File: src/rtl/dds_sweep_ctrl_if.sv
// Tuning-word stream from the sweep controller to the DDS din port.
// Master drives word and valid, slave returns ready.
interface dds_sweep_ctrl_if #(
  parameter int G_FTW_WIDTH = 24
) ();
  logic [G_FTW_WIDTH-1:0] dout;
  logic                   dout_valid;
  logic                   dout_ready;

  modport master (
    output dout,
    output dout_valid,
    input  dout_ready
  );

  modport slave (
    input  dout,
    input  dout_valid,
    output dout_ready
  );
endinterface

File: src/rtl/dds_sweep_ctrl.sv
// Linear stepped DDS frequency sweep with per-step dwell and repeat.
// Define DDS_SWEEP_TRIANGLE_EN to enable the up/down (REV) sweep leg.
module dds_sweep_ctrl #(
  parameter int G_FTW_WIDTH   = 24,
  parameter int G_DWELL_WIDTH = 16
) (
  input  logic                     clk,
  input  logic                     reset,
  input  logic                     enable,
  input  logic [G_FTW_WIDTH-1:0]   start_ftw,
  input  logic [G_FTW_WIDTH-1:0]   stop_ftw,
  input  logic [G_FTW_WIDTH-1:0]   step_ftw,
  input  logic [G_DWELL_WIDTH-1:0] dwell,
  input  logic                     continuous,
  input  logic                     triangle,
  input  logic                     start,
  output logic                     busy,
  output logic                     done,
  dds_sweep_ctrl_if.master         dout_if
);

  localparam int W  = G_FTW_WIDTH;
  localparam int DW = G_DWELL_WIDTH;
  // Two guard bits keep ftw +/- step exact for any step magnitude
  localparam int XW = W + 2;

  localparam logic [1:0] S_IDLE = 2'd0;
  localparam logic [1:0] S_FWD  = 2'd1;
`ifdef DDS_SWEEP_TRIANGLE_EN
  localparam logic [1:0] S_REV  = 2'd2;
`endif

  logic [1:0]    state;
  logic [W-1:0]  ftw;
  logic [DW-1:0] dcnt;
  logic [W-1:0]  start_r;
  logic [W-1:0]  stop_r;
  logic [W-1:0]  step_r;
  logic [DW-1:0] dwell_r;
  logic          cont_r;
  logic          dir_up;

`ifdef DDS_SWEEP_TRIANGLE_EN
  logic          tri_r;
`else
  logic          unused_triangle;
  assign unused_triangle = triangle;
`endif

  logic                 hs;
  logic                 last;
  logic                 degen;
  logic [DW-1:0]        dwell_eff;
  logic signed [XW-1:0] xftw;
  logic signed [XW-1:0] xstep;
  logic signed [XW-1:0] xstart;
  logic signed [XW-1:0] xstop;
  logic signed [XW-1:0] fwd_next;
  logic                 fwd_past;

  assign hs        = dout_if.dout_valid & dout_if.dout_ready;
  assign dwell_eff = (dwell_r == '0) ? DW'(1) : dwell_r;
  assign last      = (dcnt == dwell_eff - DW'(1));
  assign degen     = (step_r == '0) || (start_r == stop_r);

  assign xftw   = {{2{ftw[W-1]}}, ftw};
  assign xstart = {{2{start_r[W-1]}}, start_r};
  assign xstop  = {{2{stop_r[W-1]}}, stop_r};
  assign xstep  = {2'b00, step_r};

  assign fwd_next = dir_up ? xftw + xstep : xftw - xstep;
  assign fwd_past = dir_up ? (fwd_next > xstop)
                           : (fwd_next < xstop);

`ifdef DDS_SWEEP_TRIANGLE_EN
  logic signed [XW-1:0] rev_next;
  logic                 rev_past;

  assign rev_next = dir_up ? xftw - xstep : xftw + xstep;
  assign rev_past = dir_up ? (rev_next < xstart)
                           : (rev_next > xstart);
`endif

  assign dout_if.dout       = ftw;
  assign dout_if.dout_valid = (state != S_IDLE);
  assign busy               = (state != S_IDLE);

  always_ff @(posedge clk or posedge reset) begin
    if (reset) begin
      state   <= S_IDLE;
      ftw     <= '0;
      dcnt    <= '0;
      start_r <= '0;
      stop_r  <= '0;
      step_r  <= '0;
      dwell_r <= '0;
      cont_r  <= 1'b0;
      dir_up  <= 1'b0;
      done    <= 1'b0;
`ifdef DDS_SWEEP_TRIANGLE_EN
      tri_r   <= 1'b0;
`endif
    end else begin
      done <= 1'b0;
      if (!enable) begin
        state <= S_IDLE;
        dcnt  <= '0;
      end else begin
        unique case (state)
          S_IDLE: begin
            if (start) begin
              start_r <= start_ftw;
              stop_r  <= stop_ftw;
              step_r  <= step_ftw;
              dwell_r <= dwell;
              cont_r  <= continuous;
              dir_up  <= ($signed(stop_ftw) >= $signed(start_ftw));
`ifdef DDS_SWEEP_TRIANGLE_EN
              tri_r   <= triangle;
`endif
              ftw     <= start_ftw;
              dcnt    <= '0;
              state   <= S_FWD;
            end
          end
          S_FWD: begin
            if (hs) begin
              if (!last) begin
                dcnt <= dcnt + DW'(1);
              end else begin
                dcnt <= '0;
                if (!degen && !fwd_past) begin
                  ftw <= fwd_next[W-1:0];
`ifdef DDS_SWEEP_TRIANGLE_EN
                end else if (tri_r && !degen && !rev_past) begin
                  // turn around without repeating the stop-side word
                  state <= S_REV;
                  ftw   <= rev_next[W-1:0];
`endif
                end else if (cont_r) begin
                  ftw <= start_r;
                end else begin
                  state <= S_IDLE;
                  done  <= 1'b1;
                end
              end
            end
          end
`ifdef DDS_SWEEP_TRIANGLE_EN
          S_REV: begin
            if (hs) begin
              if (!last) begin
                dcnt <= dcnt + DW'(1);
              end else begin
                dcnt <= '0;
                if (!rev_past) begin
                  ftw <= rev_next[W-1:0];
                end else if (cont_r) begin
                  ftw   <= start_r;
                  state <= S_FWD;
                end else begin
                  state <= S_IDLE;
                  done  <= 1'b1;
                end
              end
            end
          end
`endif
          default: state <= S_IDLE;
        endcase
      end
    end
  end

endmodule

File: src/flat_wrapper.sv
// flat-port wrapper written by rule: the top's interface ports become plain ports
module dds_sweep_ctrl_flat 
#(
  parameter int G_FTW_WIDTH   = 24,
  parameter int G_DWELL_WIDTH = 16
)
  (clk, reset, enable, start_ftw, stop_ftw, step_ftw, dwell, continuous, triangle, start, busy, done, dout_if_dout, dout_if_dout_valid, dout_if_dout_ready);
  dds_sweep_ctrl_if #(.G_FTW_WIDTH(G_FTW_WIDTH)) dout_if_i ();
  input  logic clk;
  input  logic reset;
  input  logic enable;
  input  logic [G_FTW_WIDTH-1:0] start_ftw;
  input  logic [G_FTW_WIDTH-1:0] stop_ftw;
  input  logic [G_FTW_WIDTH-1:0] step_ftw;
  input  logic [G_DWELL_WIDTH-1:0] dwell;
  input  logic continuous;
  input  logic triangle;
  input  logic start;
  output logic busy;
  output logic done;
  output wire logic [$bits(dout_if_i.dout)-1:0] dout_if_dout;
  output wire logic [$bits(dout_if_i.dout_valid)-1:0] dout_if_dout_valid;
  input wire logic [$bits(dout_if_i.dout_ready)-1:0] dout_if_dout_ready;
  assign dout_if_dout = dout_if_i.dout;
  assign dout_if_dout_valid = dout_if_i.dout_valid;
  assign dout_if_i.dout_ready = dout_if_dout_ready;
  dds_sweep_ctrl #(.G_FTW_WIDTH(G_FTW_WIDTH), .G_DWELL_WIDTH(G_DWELL_WIDTH)) u_core (.clk(clk), .reset(reset), .enable(enable), .start_ftw(start_ftw), .stop_ftw(stop_ftw), .step_ftw(step_ftw), .dwell(dwell), .continuous(continuous), .triangle(triangle), .start(start), .busy(busy), .done(done), .dout_if(dout_if_i));
endmodule
File: config.mk
export PLATFORM = sky130hd
export DESIGN_NAME = dds_sweep_ctrl_flat
export DESIGN_NICKNAME = d
export VERILOG_FILES = /design/src/rtl/dds_sweep_ctrl_if.sv /design/src/rtl/dds_sweep_ctrl.sv /design/src/flat_wrapper.sv
export SDC_FILE = /design/constraint.sdc
export NUM_CORES = 1
export LEC_CHECK = 0
export ABC_AREA = 1
export CELL_PAD_IN_SITES_DETAIL_PLACEMENT = 0
export CELL_PAD_IN_SITES_GLOBAL_PLACEMENT = 1
export CORE_MARGIN = 2
export CORE_UTILIZATION = 42
export DETAILED_ROUTE_END_ITERATION = 16
export GPL_TIMING_DRIVEN = 0
export PLACE_DENSITY_LB_ADDON = 0.1
export SLEW_MARGIN = 15
export SYNTH_ARGS = -nofsm -noshare
export SYNTH_HDL_FRONTEND = slang
export SYNTH_SLANG_ARGS = --single-unit
export TNS_END_PERCENT = 100
File: constraint.sdc
create_clock -name clk -period 6.4 [get_ports clk]
set_clock_uncertainty 0.05 [all_clocks]
set_input_delay 1.28 -clock clk [delete_from_list [all_inputs] [get_ports clk]]
set_output_delay 1.28 -clock clk [all_outputs]
set_load 0.01 [all_outputs]
Word-level counts from Yosys, hierarchy flattened
Cells that the tools add are included.

word-level totals
  output and inout bits = 27
  register bits = 133
  input port bits = 95
  logic and storage cells = 71

operators by class
  reduce and logical (&&, ||, !) cells = 13
  bitwise operators = 1
  add/sub/neg operators = 4
  order comparisons = 3
  multiplexer cells = 27
  equal/unequal tests = 13

operators by type and width
  cell                                                                      count
  24-bit two-way mux                                                        5
  16-bit two-way mux                                                        5
  24-bit one-hot mux with 2 select lines                                    1
  16-bit one-hot mux with 2 select lines                                    1
  24-bit by 25-bit adder with 26-bit output                                 1
  26-bit by 24-bit greater-than comparator with 1-bit output                1
  26-bit by 24-bit < comparator with 1-bit output                           1
  26-bit two-way mux                                                        1
  24-bit by 25-bit subtractor with 26-bit output                            1
  24-bit == test                                                            1
  24-bit >= comparator                                                      1
  24-bit logical NOT                                                        1
  16-bit by 1-bit adder with 16-bit output (second input constant)          1
  16-bit == test                                                            1
  16-bit logical NOT                                                        1
  16-bit by 1-bit subtractor with 16-bit output (second input constant)     1
  2-bit two-way mux                                                         6
  3-bit inequality test (second input constant)                             3
  1-bit two-way mux                                                         7
  3-bit by 1-bit inequality test with 1-bit output (second input constant)  2
  3-bit by 2-bit inequality test with 1-bit output (second input constant)  2
  3-bit AND reduction                                                       2
  6-bit AND reduction                                                       1
  5-bit AND reduction                                                       1
  10 further kinds                                                          13

Depth between registers and ports, before layout
Gate-level depths: netlist of the first run.

  word-level depth = 11
  mapped depth = 39
  depth with buffers taken out = 38

Least setup slack after synthesis of the first run
No wires, ideal clock.

  path type = register to register
  start point = register u_core.step_r[4]
  end point = register u_core.ftw[4], in the netlist u_core.dout_if.dout[4]
  required time = 6233 ps
  period minus slack after synthesis = 4752 ps
  library setup time = 117 ps
  setup slack = 1648 ps
  buffers on the path = 2
  cell stages (with the launch flop) = 34
  data arrival time = 4585 ps
  cells stage by stage = dfrtp_1 -> nor2_1 -> nand3_1 -> nor2_1 -> nand2_1 -> nor3_1 -> nand2_1 -> nor3_1 -> nand2_1 -> o31ai_1 -> xor2_1 -> ha_1 -> nand2_1 -> o21ai_0 -> a21oi_1 -> nand3_1 -> a221oi_1 -> xor2_1 -> ha_1 -> nand2_1 -> nor2_1 -> nand2_1 -> nor2_1 -> nand2_1 -> nand3_1 -> nand2_1 -> nand3_1 -> nand3_1 -> buf_2 -> buf_4 -> nor2_1 -> o21ai_0 -> nand2_1 -> nand2_1

between the ends
  cells in the longest elaborated chain, start to end = 10
  elaborated cells on any way between the ends = 17
  those cells by class = add/sub (2); order compare (2); eq/ne (1); mux (6); reduce/logical (6)

RTL lines
  what                                                                                                                           RTL line                                    source
  from (decl)                                                                                                                    dds_sweep_ctrl.sv:38                        logic [W-1:0] step_r;
  from (signal assigned)                                                                                                         dds_sweep_ctrl.sv:114                       step_r <= step_ftw;
  24-bit by 25-bit subtractor with 26-bit output or 24-bit by 25-bit adder with 26-bit output (tied branches)                    dds_sweep_ctrl.sv:71                        assign fwd_next = dir_up ? xftw + xstep : xftw - xstep;
  26-bit two-way mux                                                                                                             dds_sweep_ctrl.sv:71
  26-bit by 24-bit < comparator with 1-bit output or 26-bit by 24-bit greater-than comparator with 1-bit output (tied branches)  dds_sweep_ctrl.sv:73, dds_sweep_ctrl.sv:72
  1-bit two-way mux                                                                                                              dds_sweep_ctrl.sv:72                        assign fwd_past = dir_up ? (fwd_next > xstop)
  1-bit logical NOT                                                                                                              dds_sweep_ctrl.sv:132                       if (!degen && !fwd_past) begin
  1-bit logical AND                                                                                                              dds_sweep_ctrl.sv:132
  24-bit two-way mux                                                                                                             dds_sweep_ctrl.sv:132
  24-bit two-way mux                                                                                                             dds_sweep_ctrl.sv:128                       if (!last) begin
  24-bit two-way mux                                                                                                             dds_sweep_ctrl.sv:127                       if (hs) begin
  24-bit one-hot mux with 2 select lines                                                                                         dds_sweep_ctrl.sv:109                       unique case (state)
  to (signal assigned)                                                                                                           dds_sweep_ctrl.sv:121                       ftw <= start_ftw;
  to (signal assigned)                                                                                                           dds_sweep_ctrl.sv:133                       ftw <= fwd_next[W-1:0];
  to (signal assigned)                                                                                                           dds_sweep_ctrl.sv:141                       ftw <= start_r;
  to (decl)                                                                                                                      dds_sweep_ctrl.sv:34                        logic [W-1:0] ftw;

Several ways; a longest one is shown, not always the timed one. The select of a mux whose other input is x is not followed.
A chain may end at the register's enable or synchronous reset.

Worst setup path after layout of the first run
  start point = register u_core.step_r[0]
  end point = register u_core.ftw[16], in the netlist u_core.dout_if.dout[16]

Same word-level chain as after synthesis.

==> metrics.txt, run 1 <==
drt first pass iters=7; Critical Path Sink Type=register; Synth Cell Area=0.0104 sq mm; largest net degree at the start of global routing=76; H-tree Lvls=4; routability cong.=~0.9; Setup crit start kind=register; syn avg cell area=7.03 sq um; DR vias=9984; register area share after synthesis=0.319; initial antenna violation count=0; Worst path max stage delay=430 ps; # hold bufs at CTS=0; met3 routed WL=1470 um; Primary FF master, synth=dfrtp_1; outcome=finished, final reports clean; root buffer cell=clkbuf_16; synth warn=0; library cells used by synthesis=50; Congestion Overflow GR=0; synth top area cells=dfrtp_1, nand2_1, ha_1, inv_1, nor2_1; top cell type's share of synthesized area=0.319; Die Y=about 160 um; Initial Util=0.427; Critical Path Fanout Max=10; Hold Crit Class=register to register; Slew Limit Fails=0; # DRC=0; top cell type by total area after synthesis=dfrtp_1; CTS tree=yes; number of diodes=0; TNS Setup=0 ps; row count=57; Port Buffers=between 100 and 150; vias in the first global route=9798; min Tclk post-route=5850 ps; remaining antenna violation count=0; Reg2Reg Setup Slack=550 ps; final worst-path cycle share=0.913; Worst Path Arrival=6160 ps; routed wire length=between 30000 and 40000 um; metal2 WL=15400 um; CTS Sinks=between 100 and 150; FFs w/ async S/R, synth=1.00; Max Used Layer=met4; Synth Register Bits=132; Post-Syn Nets=between 1500 and 2000; clk buf depth=2; CTS Buf Count=17; metal1 wirelength=16000 um; nets=1791; Max Fclk=171 MHz; Die X=around 160 um; CP required=6720 ps; worst skew pair latency=430 ps; DP HPWL=about 27000 um; routed len/inst=~17 um; DR iter-0 viols=693; layout cells sized above 1=0.0627; CP max-delay cell=dfrtp_1; Syn Inst Count=between 1000 and 1500; total track usage=0.262; Die Footprint=0.0259 sq mm; max-capacitance violation count=0; Tightest Pin Transition=1000 ps; setup bufs post-CTS=0; core area=0.0242 sq mm; cell with the most instances on the worst path=nand2_1; Reg clk slew, reported paths=roughly 70 ps; Syn-to-layout area delta=22.9%; Final Setup Violations=0; first-pass GRT wire length=52700 um; Max-slew headroom=0.330; Post-synth EDFFs=0; vias per cell=5.12; I/O Pins=122; final-report hold violation count=0; critical path type=register to register
## cells in the final DEF, fill, tap and decap left out, drive strengths merged, types with 2 or more instances in the layout
cell type	synthesis	final
o211ai	2	2
a21o	5	5
buf	14	14
bufinv	0	5
o31ai	2	2
nand2	361	361
xnor2	33	33
a31oi	6	6
clkinvlp	0	3
clkdlybuf4s50	0	120
nor4	6	6
o21a	3	3
dfrtp	132	132
nand4	24	24
xor2	54	54
clkinv	1	2
clkbuf	25	46
and2	3	3
nor2	190	190
inv	204	206
a21oi	106	106
mux2	15	15
o21bai	3	3
ha	81	81
nand3	96	96
o21ai	71	71
nand3b	7	7
or2	3	3
nor3	18	18
## final cells by class
cell class                 instances  area [sq um]
tap                              324           405
buffer                            39           196
fill                            2491         11500
timing repair buffer             121          1230
inverter                         205           777
multi-input combinational       1098          6170
sequential                       132          3300
clock buffer                      20           457
clock inverter                    11           199
## per-layer routing
metal	global-route usage	up-vias
met5	0	-
met4	0.0572	0
met3	0.0336	27
met2	0.434	235
met1	0.369	4709
li1	-	5013
## synthesized netlist by cell type (all sizes together) (5+ instances only)
library cell,count
dfrtp,132
nand4,24
xor2,54
o21ai,71
nor2,190
mux2,15
ha,81
nand2,361
clkbuf,25
buf,14
inv,204
xnor2,33
nor3,18
nand3b,7
nor4,6
a31oi,6
nand3,96
a21o,5
a21oi,106
## per-stage QoR
| stage | cells | hold slack, ps | utilization | instance area (sq um) | setup WS [ps] |
|---|---|---|---|---|---|
| 2_1_floorplan | 1474 | 424 | - | 10400 | 1540 |
| 3_3_place_gp | 1918 | 454 | 0.494 | 12000 | -639 |
| 3_5_place_dp | 1919 | 465 | 0.495 | 12000 | -79.5 |
| 4_1_cts | 1950 | 479 | 0.523 | 12700 | 84.9 |
| 5_1_grt | 1950 | 511 | 0.525 | 12700 | -9.12 |
| 6_report | 1950 | 478 | 0.525 | 12700 | 554 |
## sequential cells by signal, indices dropped and copies added (netlist names)
name and count:
u_core.dout_if.dout 24, u_core.start_r 24, u_core.step_r 24, u_core.stop_r 24, u_core.dcnt 16, u_core.dwell_r 16
u_core.cont_r 1, u_core.dir_up 1, u_core.done 1, u_core.state 1
## worst max-delay path: cells and delay by family (launching register included)
kind / cells / cell delay, ps
buffers and inverters: 4 / 650
AOI/OAI and AO/OA: 3 / 650
xor gates and xnor gates: 2 / 350
DFF: 1 / 430
adders and majority gates: 3 / 1020
and+or+nand+nor: 19 / 2610
## path summary, 6_finish.rpt
path | start | endpoint | depth (start not counted)
setup / recovery | u_core.step_r[0] | u_core.dout_if.dout[16] | 31
hold / removal | u_core.start_r[6] | u_core.start_r[6] | 2
setup reg to reg | u_core.step_r[0] | u_core.dout_if.dout[16] | 31
hold reg to reg | u_core.start_r[6] | u_core.start_r[6] | 2
max in group asynchronous | reset | u_core.dwell_r[6] | 3
min in group asynchronous | reset | u_core.stop_r[1] | 2
## repair_timing
action,CTS,global route
cloned,0,0
setup endpoints to repair,22,25
gates resized for setup,5,21
pin swaps,0,0
## kinds of logic (layout without fill, tap and decap cells)
group | Yosys count | in the layout | share of synthesized area
DFF | 132 | 132 | 0.319
buffers and inverters | 244 | 396 | 0.0927
AOI/OAI and AO/OA | 205 | 205 | 0.105
and+or+nand+nor | 709 | 709 | 0.294
xor gates and xnor gates | 87 | 87 | 0.0735
adders and majority gates | 82 | 82 | 0.0997
muxes | 15 | 15 | 0.0163
Power of run 1 is not shown: default switching activity piles up to over one toggle a cycle in this logic, so the estimate is an artifact.
==> inputs of run 2 (changes only) <==
--- a/config.mk
+++ b/config.mk
@@ -8,9 +8,9 @@
 export ABC_AREA = 1
 export CELL_PAD_IN_SITES_DETAIL_PLACEMENT = 0
 export CELL_PAD_IN_SITES_GLOBAL_PLACEMENT = 1
-export CORE_MARGIN = 2
 export CORE_UTILIZATION = 42
 export DETAILED_ROUTE_END_ITERATION = 16
+export GPL_ROUTABILITY_DRIVEN = 0
 export GPL_TIMING_DRIVEN = 0
 export PLACE_DENSITY_LB_ADDON = 0.1
 export SLEW_MARGIN = 15
==> metrics.txt, run 2 (synthesized netlist as in run 1, its figures left out) <==
Hold Crit Class=register to register; CP max-delay cell=dfrtp_1; Max-slew headroom=0.398; row count=57; CTS Buf Count=17; max-capacitance violation count=0; Final Setup Violations=0; Setup crit start kind=register; Critical Path Sink Type=register; total track usage=0.268; Slew Limit Fails=0; CTS Sinks=between 100 and 150; clk buf depth=2; Syn-to-layout area delta=23.2%; remaining antenna violation count=0; H-tree Lvls=4; largest net degree at the start of global routing=slightly below 80; Die X=159 um; DR iter-0 viols=roughly 670; final-report hold violation count=0; Congestion Overflow GR=0; vias in the first global route=9603; drt first pass iters=5; cell with the most instances on the worst path=nand2_1; RSZ-0062 raised after global routing=no; Port Buffers=120; Worst Path Arrival=~6300 ps; routed wire length=32900 um; fillcell total=2467; most common cell after layout, fill and taps aside=nand2_1; Reg clk slew, reported paths=~60 ps; # DRC=0; post-route cell area=roughly 0.013 sq mm; layout cells sized above 1=0.0620; number of diodes=0; CP startpoint=u_core.step_r[0]; launch point of the worst reg-to-reg path=u_core.step_r[0]; Critical Path Fanout Max=10; commonest non-fill, non-tap cells in the layout=nand2_1, inv_1, nor2_1; routed len/inst=approximately 17 um; initial antenna violation count=0; min Tclk post-route=5940 ps; Die Footprint=0.0253 sq mm; Worst path max stage delay=~430 ps; core area=roughly 0.024 sq mm; worst skew pair latency=roughly 440 ps; CTS tree=yes; first-pass GRT wire length=roughly 53000 um; root buffer cell=clkbuf_16; DR vias=between 9000 and 10000; Tightest Pin Transition=904 ps; Initial Util=0.427; CP required=6730 ps; DP HPWL=26500 um; Die Y=159 um; dpl cell area=approximately 0.012 sq mm; nets=1792; min-delay src=u_core.start_r[6]; Max Fclk=168 MHz; vias per cell=5.07; I/O Pins=122; final worst-path cycle share=0.928; outcome=finished, final reports clean; critical path type=register to register; Reg2Reg Setup Slack=460 ps
[run 2: critical path: cells and delay by family, from the launching register on]
| family | cells | cell delay, ps |
|---|---|---|
| DFF | 1 | 430 |
| buffers and inverters | 4 | 610 |
| xor gates and xnor gates | 2 | 580 |
| AOI/OAI and AO/OA | 6 | 1490 |
| and+or+nand+nor | 16 | 1990 |
| adders and majority gates | 3 | 770 |
[run 2: final timing paths]
kind / to / cells past startpoint
worst max-delay path: u_core.dout_if.dout[13] / 31
worst min-delay path: u_core.start_r[6] / 2
worst max register to register: u_core.dout_if.dout[13] / 31
worst min register to register: u_core.start_r[6] / 2
max in group asynchronous: u_core.dwell_r[14] / 3
min in group asynchronous: u_core.start_r[1] / 2
[run 2: metrics by stage]
step / instances / worst slack [ps] / hold WS (ps) / setup TNS [ps] / util
after global routing: 1952 / 21.4 / 487 / 0 / 0.526
after detailed placement: 1919 / 33.0 / 460 / 0 / 0.495
after floorplan: 1474 / 1540 / 424 / 0 / -
after global placement: 1918 / -676 / 451 / -87080 / 0.494
final: 1952 / 458 / 469 / 0 / 0.526
after CTS: 1951 / 17.4 / 475 / 0 / 0.523
[run 2: layout make-up]
class                           instances  area, sq um  area share
Sequential cell                       132         3300       0.259
Buffer                                 39          196      0.0154
Clock inverter                         11          221      0.0174
Clock buffer                           21          460      0.0361
Multi-Input combinational cell       1098         6160       0.483
Timing Repair Buffer                  122         1240      0.0969
Tap cell                              324          405      0.0318
Inverter                              205          777      0.0609
[run 2: routing by layer]
metal | share of wire | vias to the layer above | track usage
met5 | 0 | - | 0
met4 | 0.018 | 0 | 0.0734
met3 | 0.040 | 29 | 0.0362
met2 | 0.45 | 246 | 0.428
met1 | 0.49 | 4597 | 0.380
li1 | - | 5024 | -
[run 2: what timing repair did]
item	CTS	global route
pin swaps	0	2
buffers inserted	0	1
cloned	0	0
hold buffers	0	0
gates resized for setup	1	24
setup endpoints to repair	1	26
Power of run 2 is left out for the same reason.
